==> src/rtl/team_06_sram_arb_pkg.sv <==
// Shared types and constants for the two-requester SRAM arbiter.
// Command fields are latched as one struct when a requester is granted.
package team_06_sram_arb_pkg;

    localparam int unsigned N_REQ     = 2;
    localparam int unsigned TIMEOUT_W = 8;

    typedef enum logic [2:0] {
        StIdle,
        StIssue,
        StWaitStart,
        StWaitEnd,
        StDone
    } arb_state_e;

    typedef struct packed {
        logic        we;
        logic [31:0] adr;
        logic [31:0] wdat;
        logic [3:0]  sel;
    } arb_cmd_t;

endpackage

==> src/rtl/team_06_sram_arbiter_if.sv <==
// Requester-side and wishbone_manager-side signals of the SRAM arbiter.
// slave is the arbiter's view; master is the requesters plus manager.
interface team_06_sram_arbiter_if;
    import team_06_sram_arb_pkg::*;

    logic [N_REQ-1:0]       req;
    logic [N_REQ-1:0]       req_we;
    logic [N_REQ-1:0][31:0] req_adr;
    logic [N_REQ-1:0][31:0] req_wdat;
    logic [N_REQ-1:0][3:0]  req_sel;
    logic [N_REQ-1:0]       ack;
    logic [N_REQ-1:0]       err;
    logic [N_REQ-1:0][31:0] rdat;
    logic [31:0]            mgr_dat_o;
    logic [31:0]            mgr_adr;
    logic [3:0]             mgr_sel;
    logic                   mgr_write;
    logic                   mgr_read;
    logic [31:0]            mgr_dat_i;
    logic                   mgr_busy;
    logic                   arb_busy;
    logic                   grant_id;

    modport slave (
        input  req, req_we, req_adr, req_wdat, req_sel, mgr_dat_i, mgr_busy,
        output ack, err, rdat, mgr_dat_o, mgr_adr, mgr_sel, mgr_write, mgr_read,
               arb_busy, grant_id
    );

    modport master (
        output req, req_we, req_adr, req_wdat, req_sel, mgr_dat_i, mgr_busy,
        input  ack, err, rdat, mgr_dat_o, mgr_adr, mgr_sel, mgr_write, mgr_read,
               arb_busy, grant_id
    );

endinterface

==> src/rtl/team_06_rr_pick.sv <==
// Combinational winner selection between the two requesters.
// last_i is the previously granted index; it only matters for round-robin contention.
module team_06_rr_pick #(
    parameter bit STRICT_PRIO0 = 1'b1
) (
    input  logic [1:0] req_i,
    input  logic       last_i,
    output logic       valid_o,
    output logic       winner_o
);

    always_comb begin
        valid_o  = |req_i;
        winner_o = last_i;
        unique case (req_i)
            2'b00: winner_o = last_i;
            2'b01: winner_o = 1'b0;
            2'b10: winner_o = 1'b1;
            2'b11: winner_o = STRICT_PRIO0 ? 1'b0 : ~last_i;
        endcase
    end

endmodule

==> src/rtl/team_06_sram_arbiter.sv <==
// Shares the wishbone_manager user port between two requesters, one transaction at a time:
// latch in idle, pulse write/read, follow the manager busy window, then ack (or err on timeout).
module team_06_sram_arbiter
    import team_06_sram_arb_pkg::*;
#(
    parameter bit          STRICT_PRIO0 = 1'b1,
    parameter int unsigned TIMEOUT      = 255
) (
    input logic                   clk,
    input logic                   nRST,
    team_06_sram_arbiter_if.slave bus
);

    localparam logic [TIMEOUT_W-1:0] TimeoutVal = TIMEOUT_W'(TIMEOUT);

    arb_state_e             state_q, state_d;
    arb_cmd_t               cmd_q, cmd_d;
    logic                   grant_q, grant_d;
    logic [TIMEOUT_W-1:0]   cnt_q, cnt_d;
    logic                   to_q, to_d;
    logic [N_REQ-1:0][31:0] rdat_q, rdat_d;
    logic                   pick_valid;
    logic                   pick_id;
    logic                   active;

    team_06_rr_pick #(
        .STRICT_PRIO0 (STRICT_PRIO0)
    ) u_pick (
        .req_i    (bus.req),
        .last_i   (grant_q),
        .valid_o  (pick_valid),
        .winner_o (pick_id)
    );

    always_ff @(posedge clk or negedge nRST) begin
        if (!nRST) begin
            state_q <= StIdle;
            cmd_q   <= '0;
            grant_q <= 1'b1;
            cnt_q   <= '0;
            to_q    <= 1'b0;
            rdat_q  <= '0;
        end else begin
            state_q <= state_d;
            cmd_q   <= cmd_d;
            grant_q <= grant_d;
            cnt_q   <= cnt_d;
            to_q    <= to_d;
            rdat_q  <= rdat_d;
        end
    end

    always_comb begin
        state_d = state_q;
        cmd_d   = cmd_q;
        grant_d = grant_q;
        cnt_d   = cnt_q;
        to_d    = to_q;
        rdat_d  = rdat_q;
        unique case (state_q)
            StIdle: begin
                if (pick_valid) begin
                    grant_d    = pick_id;
                    cmd_d.we   = bus.req_we[pick_id];
                    cmd_d.adr  = bus.req_adr[pick_id];
                    cmd_d.wdat = bus.req_wdat[pick_id];
                    cmd_d.sel  = bus.req_sel[pick_id];
                    to_d       = 1'b0;
                    state_d    = StIssue;
                end
            end
            StIssue: begin
                cnt_d   = '0;
                state_d = StWaitStart;
            end
            StWaitStart, StWaitEnd: begin
                // Counter stops at the limit, so it can never wrap past it.
                if (cnt_q < TimeoutVal) cnt_d = cnt_q + 1'b1;
                if (cnt_q >= TimeoutVal) begin
                    to_d    = 1'b1;
                    state_d = StDone;
                end else if (state_q == StWaitStart && bus.mgr_busy) begin
                    state_d = StWaitEnd;
                end else if (state_q == StWaitEnd && !bus.mgr_busy) begin
                    if (!cmd_q.we) rdat_d[grant_q] = bus.mgr_dat_i;
                    state_d = StDone;
                end
            end
            StDone:  state_d = StIdle;
            default: state_d = StIdle;
        endcase
    end

    always_comb begin
        active        = (state_q == StIssue) || (state_q == StWaitStart) ||
                        (state_q == StWaitEnd);
        bus.mgr_adr   = active ? cmd_q.adr  : '0;
        bus.mgr_sel   = active ? cmd_q.sel  : '0;
        bus.mgr_dat_o = active ? cmd_q.wdat : '0;
        bus.mgr_write = (state_q == StIssue) && cmd_q.we;
        bus.mgr_read  = (state_q == StIssue) && !cmd_q.we;
        bus.arb_busy  = (state_q != StIdle);
        bus.grant_id  = grant_q;
        bus.rdat      = rdat_q;
        bus.ack       = '0;
        bus.err       = '0;
        if (state_q == StDone) begin
            bus.ack[grant_q] = 1'b1;
            bus.err[grant_q] = to_q;
        end
    end

endmodule
==> src/flat_wrapper.sv <==
// flat-port wrapper written by rule: the top's interface ports become plain ports
module team_06_sram_arbiter_flat import team_06_sram_arb_pkg::*;
#(
    parameter bit          STRICT_PRIO0 = 1'b1,
    parameter int unsigned TIMEOUT      = 255
)
  (clk, nRST, bus_req, bus_req_we, bus_req_adr, bus_req_wdat, bus_req_sel, bus_mgr_dat_i, bus_mgr_busy, bus_ack, bus_err, bus_rdat, bus_mgr_dat_o, bus_mgr_adr, bus_mgr_sel, bus_mgr_write, bus_mgr_read, bus_arb_busy, bus_grant_id);
  team_06_sram_arbiter_if bus_i ();
  input logic clk;
  input logic nRST;
  input wire logic [$bits(bus_i.req)-1:0] bus_req;
  input wire logic [$bits(bus_i.req_we)-1:0] bus_req_we;
  input wire logic [$bits(bus_i.req_adr)-1:0] bus_req_adr;
  input wire logic [$bits(bus_i.req_wdat)-1:0] bus_req_wdat;
  input wire logic [$bits(bus_i.req_sel)-1:0] bus_req_sel;
  input wire logic [$bits(bus_i.mgr_dat_i)-1:0] bus_mgr_dat_i;
  input wire logic [$bits(bus_i.mgr_busy)-1:0] bus_mgr_busy;
  output wire logic [$bits(bus_i.ack)-1:0] bus_ack;
  output wire logic [$bits(bus_i.err)-1:0] bus_err;
  output wire logic [$bits(bus_i.rdat)-1:0] bus_rdat;
  output wire logic [$bits(bus_i.mgr_dat_o)-1:0] bus_mgr_dat_o;
  output wire logic [$bits(bus_i.mgr_adr)-1:0] bus_mgr_adr;
  output wire logic [$bits(bus_i.mgr_sel)-1:0] bus_mgr_sel;
  output wire logic [$bits(bus_i.mgr_write)-1:0] bus_mgr_write;
  output wire logic [$bits(bus_i.mgr_read)-1:0] bus_mgr_read;
  output wire logic [$bits(bus_i.arb_busy)-1:0] bus_arb_busy;
  output wire logic [$bits(bus_i.grant_id)-1:0] bus_grant_id;
  assign bus_i.req = bus_req;
  assign bus_i.req_we = bus_req_we;
  assign bus_i.req_adr = bus_req_adr;
  assign bus_i.req_wdat = bus_req_wdat;
  assign bus_i.req_sel = bus_req_sel;
  assign bus_i.mgr_dat_i = bus_mgr_dat_i;
  assign bus_i.mgr_busy = bus_mgr_busy;
  assign bus_ack = bus_i.ack;
  assign bus_err = bus_i.err;
  assign bus_rdat = bus_i.rdat;
  assign bus_mgr_dat_o = bus_i.mgr_dat_o;
  assign bus_mgr_adr = bus_i.mgr_adr;
  assign bus_mgr_sel = bus_i.mgr_sel;
  assign bus_mgr_write = bus_i.mgr_write;
  assign bus_mgr_read = bus_i.mgr_read;
  assign bus_arb_busy = bus_i.arb_busy;
  assign bus_grant_id = bus_i.grant_id;
  team_06_sram_arbiter #(.STRICT_PRIO0(STRICT_PRIO0), .TIMEOUT(TIMEOUT)) u_core (.clk(clk), .nRST(nRST), .bus(bus_i));
endmodule
==> config.mk <==
export PLATFORM = sky130hd
export DESIGN_NAME = team_06_sram_arbiter_flat
export DESIGN_NICKNAME = d
export VERILOG_FILES = /design/src/rtl/team_06_sram_arb_pkg.sv /design/src/rtl/team_06_sram_arbiter_if.sv /design/src/rtl/team_06_rr_pick.sv /design/src/rtl/team_06_sram_arbiter.sv /design/src/flat_wrapper.sv
export SDC_FILE = /design/constraint.sdc
export NUM_CORES = 1
export LEC_CHECK = 0
export CAP_MARGIN = 20
export CORE_MARGIN = 4
export CORE_UTILIZATION = 35
export DETAILED_ROUTE_END_ITERATION = 8
export GPL_ROUTABILITY_DRIVEN = 1
export MAX_ROUTING_LAYER = met4
export PLACE_DENSITY = 0.69
export SLEW_MARGIN = 20
export SYNTH_ARGS = -nofsm -noshare
export SYNTH_HDL_FRONTEND = slang
export SYNTH_SLANG_ARGS = --single-unit
==> constraint.sdc <==
create_clock -name clk -period 2.25 [get_ports clk]
set_input_delay 0.225 -clock clk [delete_from_list [all_inputs] [get_ports clk]]
set_output_delay 0.225 -clock clk [all_outputs]
set_load 0.05 [all_outputs]
==> metrics.cfg, run 1 <==
[logic_synthesis]
synth_compound_area_share_pct=6.507
synthMuxAreaShare_pct=23.94
synthSimpleGateAreaFrac_pct=13.59
synth_xor_xnor_area_share_pct=0
netlist_area_um2=6960
syn-num-nets=763
synth_adder_area_share_pct=0.1798
synth_top_area_share_pct=52.13
synth_top_family_by_area=multiplexers
yosys.area.top_type=dfrtp_1
synth_cells=587
ys_top_cells_by_area=dfrtp_1 52%, mux2_4 13%, mux2i_1 10%
ys_warn_count=0
syn_avg_cell_area_um2=11.86
netlist-cell-type-count=34
yosysSeqAreaShare_pct=52.51
ys_seq_elements=146

[die]
core.rowCount=51
fp.dieW_um=149.0
initial_core_util_pct=35.65
io_pins=315
die-area_um2=22210
die_h_um=149.0
placeableCoreArea_um2=19530

[sta]
rsz0062_at_grt=false
finalSetupTns_ns=0
fin_skew_ns=0.01099
max_freq_mhz=462.1
hold_violations=0
slew_violations=0
setup_violations=0
relSlewSlack_pct=62.35
fin_crit_sh_pct=96.19
setup_ws_ns=0.08580
timing.final.crit_period_ns=2.164
max_slew.worst_pin.slew_ns=0.5630

[placement]
io_buffers=314
dp_cells=1145
place.gp.congestion=0.8353
dp_worst_setup_slack_ns=0.1902
dp_hpwl_um=15580
place_area_um2=11070

[pwr]
leakage_uw=0.005371
peakVddDrop_v=0.001057
power.density_nw_per_um2=1855

[setup_path]
critPathCaptureType=output pin
crit_required_ns=2.03
cp_slowest_cell=clkdlybuf4s50_1
cp_max_fo=7
critPathArrivalTime_ns=1.94
r2r_start=u_core.cnt_q[0]
startpoint=u_core.bus.grant_id
startpoint_type=flip-flop
cp_top_family=buffers and inverters
critPathKind=flip-flop to output pin
slowest_delay_ns=0.86
path_cells=clkdlybuf4s50_1
crit_buf_inv=1

[route]
vias=5429
wl_per_cell_um=17.24
drcViolationCount=0
drt_iter0_markers=228
detail-route-antenna-nets=0
wirelength_um=20310
via_per_inst=4.609
drt_pass1_iterations=6

[global_routing]
grt_pass1_vias=5613
grt_start_max_net_pins=56
grt_pass1_wl_um=30900
grt-ovfl-total=0
track_usage_pct=18.61
grt_antenna_before_repair=0

[clock_tree]
clkSlewWorstSetupHoldPaths_ns=0.07
cts_buffer_depth=2
cts-htree-levels=4
clkLatencyLatePin_ns=0.42
cts_tree=done
postCtsSetupBuffers=0
cts.sinks=146
cts_root_buffer=clkbuf_16
tritoncts.num_buffers=17

[run_status]
status=complete, no violations

[final_layout]
fillers=1585
fin_cells=1178
final_core_util_pct=59.84
nets=1076
area_growth_syn_to_layout_pct=67.88
diodes=0
layout-drive-gt1-share_pct=21.80
finalInstanceArea_um2=11690

[run]
cap_violations=0

[min_path]
hp-class=primary input to asynchronous set/reset pin

[cell families after synthesis]
| group | count (synthesis) |
|---|---|
| buffers and inverters | 37 |
| multiplexers | 136 |
| flip-flops | 146 |
| AO/OA/AOI/OAI | 84 |
| adder cells (fa/ha/maj) | 1 |
| AND/OR/NAND/NOR | 183 |
[cells in the mapped netlist]
| library cell | count |
|---|---|
| a21boi_0 | 1 |
| clkbuf_1 | 7 |
| nand3b_4 | 1 |
| and3_1 | 3 |
| nand4_2 | 1 |
| and2b_2 | 1 |
| and2_1 | 72 |
| dfrtp_1 | 145 |
| o21ba_2 | 2 |
| o31ai_1 | 1 |
| buf_4 | 6 |
| nand4_1 | 2 |
| or2_2 | 1 |
| buf_6 | 6 |
| o211ai_1 | 1 |
| nand3_1 | 6 |
| buf_2 | 17 |
| o21a_4 | 1 |
| o21bai_1 | 1 |
| nor2_1 | 80 |
| ha_1 | 1 |
| o21ai_0 | 3 |
| mux2_4 | 60 |
| dfstp_2 | 1 |
| nor3_1 | 3 |
| a21oi_1 | 73 |
| inv_1 | 1 |
| nand3_4 | 1 |
| mux2i_1 | 72 |
| nand2_1 | 10 |
| a211oi_1 | 1 |
| nor3_2 | 1 |
| mux2_2 | 4 |
| nand2b_1 | 1 |
[worst paths after layout]
path                                       endpoint  slack, ns  cells after the start
worst max register to register  u_core.bus.rdat[13]       0.17                      6
min in group clk                u_core.bus.grant_id       0.42                      2
worst min register to register  u_core.bus.rdat[52]       0.51                      1
max in group asynchronous       u_core.bus.grant_id       1.24                      3
worst min-delay path            u_core.bus.rdat[33]       0.29                      2
worst max-delay path                   bus_grant_id       0.09                      1
[per-layer routing]
layer | track usage [%] | vias to the layer above | wire [um]
met4 | 6.499 | 0 | 523
met5 | - | - | 0
met1 | 21.36 | 2557 | 8005
met2 | 31.18 | 197 | 10380
met3 | 5.500 | 31 | 1402
li1 | - | 2644 | -
[cells in the final DEF (no fill, tap or decap), drive strengths merged, types with 2 or more instances in the layout]
cell type	instances
clkdlybuf4s50	238
dfrtp	145
buf	90
nor2	80
a21oi	73
and2	72
mux2i	72
mux2	64
clkbuf	17
inv	11
nand2	10
nand3	7
nor3	4
and3	3
o21ai	3
nand4	3
o21ba	2
clkinvlp	2
clkinv	2
[sequential cells by signal, indices dropped and copies added, names as in the netlist]
signal / flops
u_core.cnt_q: 8
u_core.bus.grant_id: 1
u_core.cmd_q: 69
u_core.state_q: 3
u_core.bus.rdat: 64
u_core.to_q: 1
[repair_timing]
| item | in CTS | in global routing |
|---|---|---|
| hold buffers | 1 | 0 |
| setup endpoints to repair | 0 | 1 |
| endpoints found under the hold margin | 44 | 0 |
| resized for setup | 0 | 1 |
[where the power goes]
part | leakage (uW) | switching (uW) | internal (uW)
combinational | 0.00335 | 8110 | 6180
clock | 0.000292 | 1290 | 1600
sequential | 0.00173 | 691 | 3810
total | 0.00537 | 10100 | 11600
[through the flow]
step                total power [uW]  hold WS, ns
CTS                            21950       0.3011
global route                   22680       0.3162
detailed placement             18980       0.1916
floorplan                      12540     -0.07059
finish                         21680       0.2897
global placement               18800       0.1912
[final cells by class]
type                    count  area (um2)  share of cell area, %
flip-flops and latches    146        3655                  31.28
well taps                 265       331.6                  2.838
inverters                   1       3.754                0.03212
multi-input cells         404        3104                  26.57
clock inverters            15       180.2                  1.542
clock buffers              17       425.4                  3.641
repair buffers            330        3985                  34.10
Note: power is estimated with default switching activity, not from simulation.
==> inputs of run 2 (changes only) <==
==> constraint.sdc (replaced) <==
create_clock -name clk -period 2.25 [get_ports clk]
set_input_delay 0.45 -clock clk [delete_from_list [all_inputs] [get_ports clk]]
set_output_delay 0.45 -clock clk [all_outputs]
set_load 0.05 [all_outputs]
==> metrics.cfg, run 2 (same netlist as run 1, synthesis figures left out) <==
[clock_tree]
cts_root_buffer=clkbuf_16
tritoncts.num_buffers=17
cts_tree=done
cts.sinks=146
clkSlewWorstSetupHoldPaths_ns=0.07
cts_buffer_depth=2
cts_hold_repair.buffers=0
clkLatencyLatePin_ns=0.42
cts-htree-levels=4

[final_layout]
nets=1081
diodes=0
mostFrequentLayoutCells=237 x clkdlybuf4s50_1, 143 x dfrtp_1, 82 x buf_12
area_growth_syn_to_layout_pct=70.05
largest_register_ffs=69
layout_commonest_cell=clkdlybuf4s50_1
layout-drive-gt1-share_pct=23.20
fin_cells=1183
top_register=u_core.cmd_q

[sta]
setup_violations=0
fin_skew_ns=0.01279
timing.final.crit_period_ns=2.150
hold_ws_ns=-0.004171
max_freq_mhz=465.2
rsz0062_at_grt=false
hold_violations=5
relSlewSlack_pct=61.06
max_slew.worst_pin.slew_ns=0.5823
slew_violations=0
finalSetupTns_ns=0
fin_crit_sh_pct=95.54

[setup_path]
cp_max_fo=55
r2r_start=u_core.cnt_q[0]
startpoint_type=flip-flop
r2r_setup_slack_ns=0.27
cp_top_family=simple AND/OR/NAND/NOR gates
startpoint=u_core.state_q[0]
cp_slowest_cell=dfrtp_2
slowest_delay_ns=0.43
crit_buf_inv=2
path_cells=nor2_4, nor2_4, buf_12, and2_1, buf_12
crit_required_ns=1.80
critPathArrivalTime_ns=1.70
critPathCaptureType=output pin
critPathKind=flip-flop to output pin

[route]
via_per_inst=4.590
drt_iter0_markers=240
wl_per_cell_um=17.23
wirelength_um=20380
vias=5430
drcViolationCount=0
drt_pass1_iterations=7
detail-route-antenna-nets=0

[pwr]
seqPwrFrac_pct=20.5
leakage_uw=0.005419
p_sw_uw=10110
power.density_nw_per_um2=1852
p_int_uw=11810
power_frac_comb_pct=66.5
p_clk_share_pct=12.9
swShare_pct=46.13
peakVddDrop_v=0.001004

[die]
die_h_um=149.0
core.rowCount=51
placeableCoreArea_um2=19530
die-area_um2=22210
fp.dieW_um=149.0
io_pins=315
initial_core_util_pct=35.65

[run]
cap_violations=0

[global_routing]
busiest_layer=met2
grt_pass1_vias=5592
track_usage_pct=18.69
grtUsageMet1_pct=22.37
grtUsageMet2_pct=31.12
grt_pass1_wl_um=31340
grt_antenna_before_repair=0
use_met3_pct=5.530
grt-ovfl-total=0
grt_start_max_net_pins=109

[placement]
dp_cells=1150
place.gp.congestion=0.8180
io_buffers=314
dp_hpwl_um=15500

[min_path]
hp-class=primary input to asynchronous set/reset pin

[run_status]
violations=hold timing
status=finished, violations left

==> run 2: cell count changes in the layout (fill, tap and decap cells not counted), moves of 2 or more <==
cell,previous run,this run
and2_1,72,70
clkinv_4,0,2
dfrtp_1,145,143
clkinv_8,2,0
buf_4,17,15
buf_12,72,82
dfrtp_2,0,2
and2_4,0,2
nor2_1,78,76
==> run 2: path summary, 6_finish.rpt <==
check | cells past startpoint | endpoint
max reg2reg | 6 | u_core.bus.rdat[63]
min reg2reg | 1 | u_core.cnt_q[7]
max | 5 | bus_mgr_adr[23]
max in group asynchronous | 2 | u_core.bus.grant_id
min | 1 | u_core.bus.rdat[39]
min in group clk | 1 | u_core.cnt_q[7]
==> run 2: worst reg2reg max path: stages (launching register included) <==
cell and delay, ns:
dfrtp_1 0.41, ha_1 0.26, nand4_2 0.21, o21a_4 0.30, nand3_4 0.10, buf_12 0.23, mux2_2 0.37
==> run 2: per-stage QoR <==
step           total power, uW  util (%)  worst slack, ns  hold slack, ns  cell area (um2)
2_1_floorplan            12540         -          0.01450          0.1544             6963
3_3_place_gp             19100     57.50          0.03505          0.4632            11230
3_5_place_dp             19220     57.50          0.01954          0.4636            11230
4_1_cts                  22180     60.58         0.001076        0.003563            11830
5_1_grt                  22910     60.62          0.01327         0.01840            11840
6_report                 21920     60.62           0.1004       -0.004171            11840
==> run 2: final cells by class <==
| cell class | instances | area, um2 |
|---|---|---|
| Clock inverter | 15 | 161.4 |
| Sequential cell | 146 | 3657 |
| Clock buffer | 17 | 425.4 |
| Fill cell | 1597 | 7690 |
| Inverter | 1 | 3.754 |
| Timing Repair Buffer | 335 | 4138 |
| Multi-Input combinational cell | 404 | 3119 |
| Tap cell | 265 | 331.6 |
==> run 2: power by group through the flow <==
stage	logic, uW	clock network, uW	registers [uW]
after floorplan	6400	0	6150
after global placement	14600	0	4490
after detailed placement	14700	0	4530
after CTS	14800	2920	4500
after global routing	15200	3040	4660
final	14600	2830	4500
==> run 2: timing repair <==
| item | 4_1_cts | 5_1_grt |
|---|---|---|
| pin swaps | 1 | 0 |
| resized for setup | 3 | 3 |
| endpoints found under the setup margin | 56 | 57 |
| buffers inserted | 1 | 0 |
==> run 2: per-layer routing <==
layer	share of wire, %	vias to the layer above	wire, um
met1	41	2589	8359
met3	6.7	22	1356
met5	0	-	0
met2	51	169	10350
met4	1.5	0	310
li1	-	2650	-
